==> config.mk <==
export PLATFORM = sky130hd
export DESIGN_NAME = credit_rx_buffer
export DESIGN_NICKNAME = d
export VERILOG_FILES = /design/src/rtl/credit_rx_buffer.sv
export SDC_FILE = /design/constraint.sdc
export NUM_CORES = 1
export LEC_CHECK = 0
export CAP_MARGIN = 30
export CORE_ASPECT_RATIO = 0.5
export CORE_MARGIN = 2
export CORE_UTILIZATION = 33
export CTS_CLUSTER_DIAMETER = 150
export DETAILED_ROUTE_END_ITERATION = 10
export PLACE_DENSITY_LB_ADDON = 0.2
export SLEW_MARGIN = 30
export SYNTH_ARGS = -nofsm -noshare
export SYNTH_HDL_FRONTEND = slang
export SYNTH_SLANG_ARGS = --single-unit
==> constraint.sdc <==
create_clock -name clk -period 5.4 [get_ports clk]
set_input_delay 0.54 -clock clk [delete_from_list [all_inputs] [get_ports clk]]
set_output_delay 0.54 -clock clk [all_outputs]
set_load 0.03 [all_outputs]
==> src/rtl/credit_rx_buffer.sv <==
// Receive side of the per-port credit link: one FWFT FIFO per port, one credit pulse per popped flit.
// Optional build macro CREDIT_RX_OVF_CHECK_EN adds a sticky per-port overflow flag.
module credit_rx_buffer #(
  parameter int NUM_PORTS  = 5,
  parameter int FIFO_DEPTH = 8,
  parameter int DATA_W     = 32,
  localparam int CNT_W     = $clog2(FIFO_DEPTH + 1)
) (
  input  logic                          clk,
  input  logic                          rst_n,
  input  logic [NUM_PORTS-1:0]          in_valid,
  input  logic [NUM_PORTS*DATA_W-1:0]   in_data,
  output logic [NUM_PORTS-1:0]          out_valid,
  output logic [NUM_PORTS*DATA_W-1:0]   out_data,
  input  logic [NUM_PORTS-1:0]          out_ready,
  output logic [NUM_PORTS-1:0]          credit_out,
  output logic [NUM_PORTS*CNT_W-1:0]    occupancy,
  output logic [NUM_PORTS-1:0]          ovf_err
);

  localparam int PTR_W = (FIFO_DEPTH > 1) ? $clog2(FIFO_DEPTH) : 1;

  // Explicit wrap so non-power-of-two depths index only valid entries.
  function automatic logic [PTR_W-1:0] ptr_inc(input logic [PTR_W-1:0] ptr);
    if (ptr == PTR_W'(FIFO_DEPTH - 1)) return '0;
    return ptr + PTR_W'(1);
  endfunction

  for (genvar gi = 0; gi < NUM_PORTS; gi++) begin : g_port
    logic [DATA_W-1:0] mem_q [FIFO_DEPTH];
    logic [PTR_W-1:0]  wr_ptr_q, wr_ptr_d;
    logic [PTR_W-1:0]  rd_ptr_q, rd_ptr_d;
    logic [CNT_W-1:0]  count_q, count_d;
    logic              credit_q;
    logic              full, push, pop;

    assign full = (count_q == CNT_W'(FIFO_DEPTH));
    assign pop  = (count_q != '0) & out_ready[gi];
    // A full FIFO still accepts a flit when the head leaves in the same cycle.
    assign push = in_valid[gi] & (~full | pop);

    always_comb begin
      wr_ptr_d = wr_ptr_q;
      rd_ptr_d = rd_ptr_q;
      count_d  = count_q;
      if (push) wr_ptr_d = ptr_inc(wr_ptr_q);
      if (pop)  rd_ptr_d = ptr_inc(rd_ptr_q);
      if (push && !pop)      count_d = count_q + CNT_W'(1);
      else if (pop && !push) count_d = count_q - CNT_W'(1);
    end

    always_ff @(posedge clk or negedge rst_n) begin
      if (!rst_n) begin
        wr_ptr_q <= '0;
        rd_ptr_q <= '0;
        count_q  <= '0;
        credit_q <= 1'b0;
      end else begin
        wr_ptr_q <= wr_ptr_d;
        rd_ptr_q <= rd_ptr_d;
        count_q  <= count_d;
        credit_q <= pop;
      end
    end

    always_ff @(posedge clk) begin
      if (push) mem_q[wr_ptr_q] <= in_data[gi*DATA_W +: DATA_W];
    end

    assign out_valid[gi]                    = (count_q != '0);
    assign out_data[gi*DATA_W +: DATA_W]    = mem_q[rd_ptr_q];
    assign occupancy[gi*CNT_W +: CNT_W]     = count_q;
    assign credit_out[gi]                   = credit_q;

`ifdef CREDIT_RX_OVF_CHECK_EN
    logic ovf_q;
    logic viol;

    assign viol = in_valid[gi] & full & ~pop;

    always_ff @(posedge clk or negedge rst_n) begin
      if (!rst_n) ovf_q <= 1'b0;
      else if (viol) ovf_q <= 1'b1;
    end

    assign ovf_err[gi] = ovf_q;

`ifndef SYNTHESIS
    always @(posedge clk) begin
      if (rst_n && viol) $error("credit_rx_buffer: overflow on port %0d", gi);
    end
`endif
`else
    assign ovf_err[gi] = 1'b0;
`endif
  end

endmodule
==> metrics.yaml <==
yosys.area.top_type: "edfxtp_1"
fmax_mhz: 247
syn_area_um2: 51700
synth_area_leaders: "edfxtp_1 (74%), mux4_2 (14%), mux2_2 (3.8%)"
rsz0062_at_grt: "false"
final_layout_size_suffix_gt1_share_pct: 29.0
crit_buf_inv: 2
maxSlewViolCount: 0
grt_usage_pct: 14.3
start_util_pct: 33.3
ys.flop_type: "edfxtp_1"
grt_pass1_vias: 25400
antenna_found_initial: 5
grt_start_max_net_pins: 68
worstSetupPathType: "reg2out"
dp_hpwl_mm: 67.0
cts_made_buffers: 118
synthArstFlopShare_pct: 4.12
crit_slowest_cell: "dfrtp_4"
ios: 367
seq_area_um2: 39900
avgSynthCellArea_um2: 23.5
yosys_register_bits: 1335
p_leak_nw: 19.6
portBuffers: 361
detail_route.first_pass.iterations: 4
setup_ws_ns: 1.35
postRouteAntennaNets: 0
cts_sinks: 1335
grt_pass1_wl_mm: 171
holdWs_ns: 0.439
fin_nets: 2864
status: "completed"
hold_class: "in2async"
yosysWarnings: 0
path_clk_slew_ns: 0.06
drt-initial-drc-count: 1440
wirelength_mm: 115
worstMarginPinSlew_ns: 0.957
cp_max_fo: 42
arrival_ns: 3.51
globalplace.congestion: 0.715
detail_route.vias_per_cell: 4.83
dieArea_um2: 160000
dpl_cell_area_um2: 58300
yosysSeqAreaShare_pct: 77.0
cp-end-kind: "output pin"
path_delay_family: "flip-flops"
final.setup.tns_ns: 0
ir_drop_v: 0.000341
die_y_um: 284
clk_latency_ns: 0.72
cts_tree: "done"
h-tree-depth: 3
synth-edff-count: 1280
core_area_um2: 155000
drc: 0
rows: 102
finalCritPeriodShare_pct: 74.9
fillers: 13800
crit_path_start_kind: "flip-flop"
setup_viol: 0
wire_per_inst_um: 23.8
stdcell_area_um2: 62300
ys_types: 39
clock_skew_ns: 0.0436
p_per_area_nw_per_um2: 571
synth_top_area_share_pct: 74.3
num_vias: 23400
grt-ovfl-total: 0
crit_required_ns: 4.86
post-route-util_pct: 40.2
die_w_um: 564
synthCells: 2201
fin_crit_ns: 4.05
crit_path_max_incr_delay_ns: 1.00
area_delta_synth_final_pct: 20.5
cts_root_buf: "clkbuf_16"
cp_cell_sequence: "buf_12 > mux4_1 > mux2_2 > clkdlybuf4s50_1"
dp_worst_setup_slack_ns: 2.00
clock_path_buffers: 3
multi_input_area_um2: 11400
hold_viol: 0
maxCapViolations: 0
slew_headroom_pct: 36.1
==> per-layer routing <==
layer / routed length (um) / GRT usage, % / vias up
li1: - / - / 10200
met4: 2160 / 3.16 / 2
met3: 3760 / 2.52 / 156
met2: 60100 / 25.3 / 314
met1: 48900 / 18.4 / 12700
met5: 13 / 0 / -
==> registers in the layout (all words and copies together), names as in the netlist <==
register         cells
g_port.mem_q      1280
g_port.count_q      20
g_port.rd_ptr_q     15
g_port.wr_ptr_q     15
g_port.credit_q      5
==> worst paths after layout <==
| path | startpoint | to | slack, ns | cells past startpoint |
|---|---|---|---|---|
| worst min register to register | g_port[3].count_q[2] | g_port[3].count_q[2] | 0.57 | 2 |
| min in group clk | out_ready[4] | g_port[4].credit_q | 0.52 | 3 |
| max in group asynchronous | rst_n | g_port[0].rd_ptr_q[0] | 4.40 | 2 |
| worst max register to register | g_port[3].count_q[0] | g_port[3].count_q[3] | 2.37 | 9 |
| worst max-delay path | g_port[3].rd_ptr_q[0] | out_data[97] | 1.35 | 4 |
| worst min-delay path | rst_n | g_port[4].count_q[3] | 0.44 | 2 |
==> logic make-up after synthesis <==
| logic type | synth area share, % |
|---|---|
| mux | 18.2 |
| fa+ha+maj | 1.04 |
| buf+inv | 1.40 |
| simple gates | 1.34 |
| other cells | 0.00725 |
| flops | 77.0 |
| compound gates | 0.832 |
| xor+xnor | 0.169 |
==> synthesized netlist by cell type, drive strengths merged (10+ instances only) <==
library cell  instances
nor2                 22
nand2b               18
xnor2                10
clkbuf               30
o211ai               15
o21ai                13
edfxtp             1280
nor3                 28
ha                   35
or3                  10
buf                  75
mux2                189
nand3                10
a21oi                10
inv                  15
nand2                20
mux4                320
dfrtp                55
==> what timing repair did <==
action                                 4_1_cts  5_1_grt
resized for setup                            0        0
buffers inserted                             0        0
hold buffers                                 1        0
endpoints found under the hold margin       55        0
==> layout by cell type (no fill, tap or decap), drive strengths merged, types with 4 or more instances in the layout <==
| cell | Yosys | routed |
|---|---|---|
| bufinv | 0 | 13 |
| diode | 0 | 4 |
| or4 | 7 | 7 |
| conb | 1 | 5 |
| a2111o | 5 | 5 |
| dfrtp | 55 | 55 |
| o211ai | 15 | 15 |
| edfxtp | 1280 | 1280 |
| nor3 | 28 | 28 |
| clkinv | 0 | 45 |
| fa | 5 | 5 |
| nor4 | 5 | 5 |
| buf | 75 | 71 |
| nand2b | 18 | 18 |
| xnor2 | 10 | 10 |
| nand2 | 20 | 20 |
| clkinvlp | 0 | 6 |
| mux2 | 189 | 189 |
| nand3 | 10 | 10 |
| clkbuf | 30 | 154 |
| inv | 15 | 21 |
| clkdlybuf4s50 | 0 | 360 |
| nand3b | 5 | 5 |
| a21oi | 10 | 10 |
| nor2b | 4 | 4 |
| or3 | 10 | 10 |
| mux2i | 5 | 5 |
| nor2 | 22 | 22 |
| mux4 | 320 | 320 |
| o21ai | 13 | 13 |
| ha | 35 | 35 |
==> power breakdown <==
group          switching, mW  internal [mW]  total (mW)
Sequential              1.24           13.1        14.3
Clock                   3.84           4.79        8.63
Combinational           6.70           5.94        12.6
==> cell type report <==
cell class / count / share of cell area, %
clock inverters: 70 / 1.25
flip-flops and latches: 1335 / 64.0
inverters: 15 / 0.0904
well taps: 2080 / 4.18
clock buffers: 154 / 5.08
multi-input cells: 750 / 18.3
repair buffers: 432 / 7.08
diodes: 4 / 0.0161
==> stage by stage <==
stage	power, mW	std cells
2_1_floorplan	22.6	2205
3_3_place_gp	27.3	4601
3_5_place_dp	27.6	4611
4_1_cts	36.3	4836
5_1_grt	37.3	4837
6_report	35.6	4840
No activity file was read; power rests on OpenSTA's default activity.
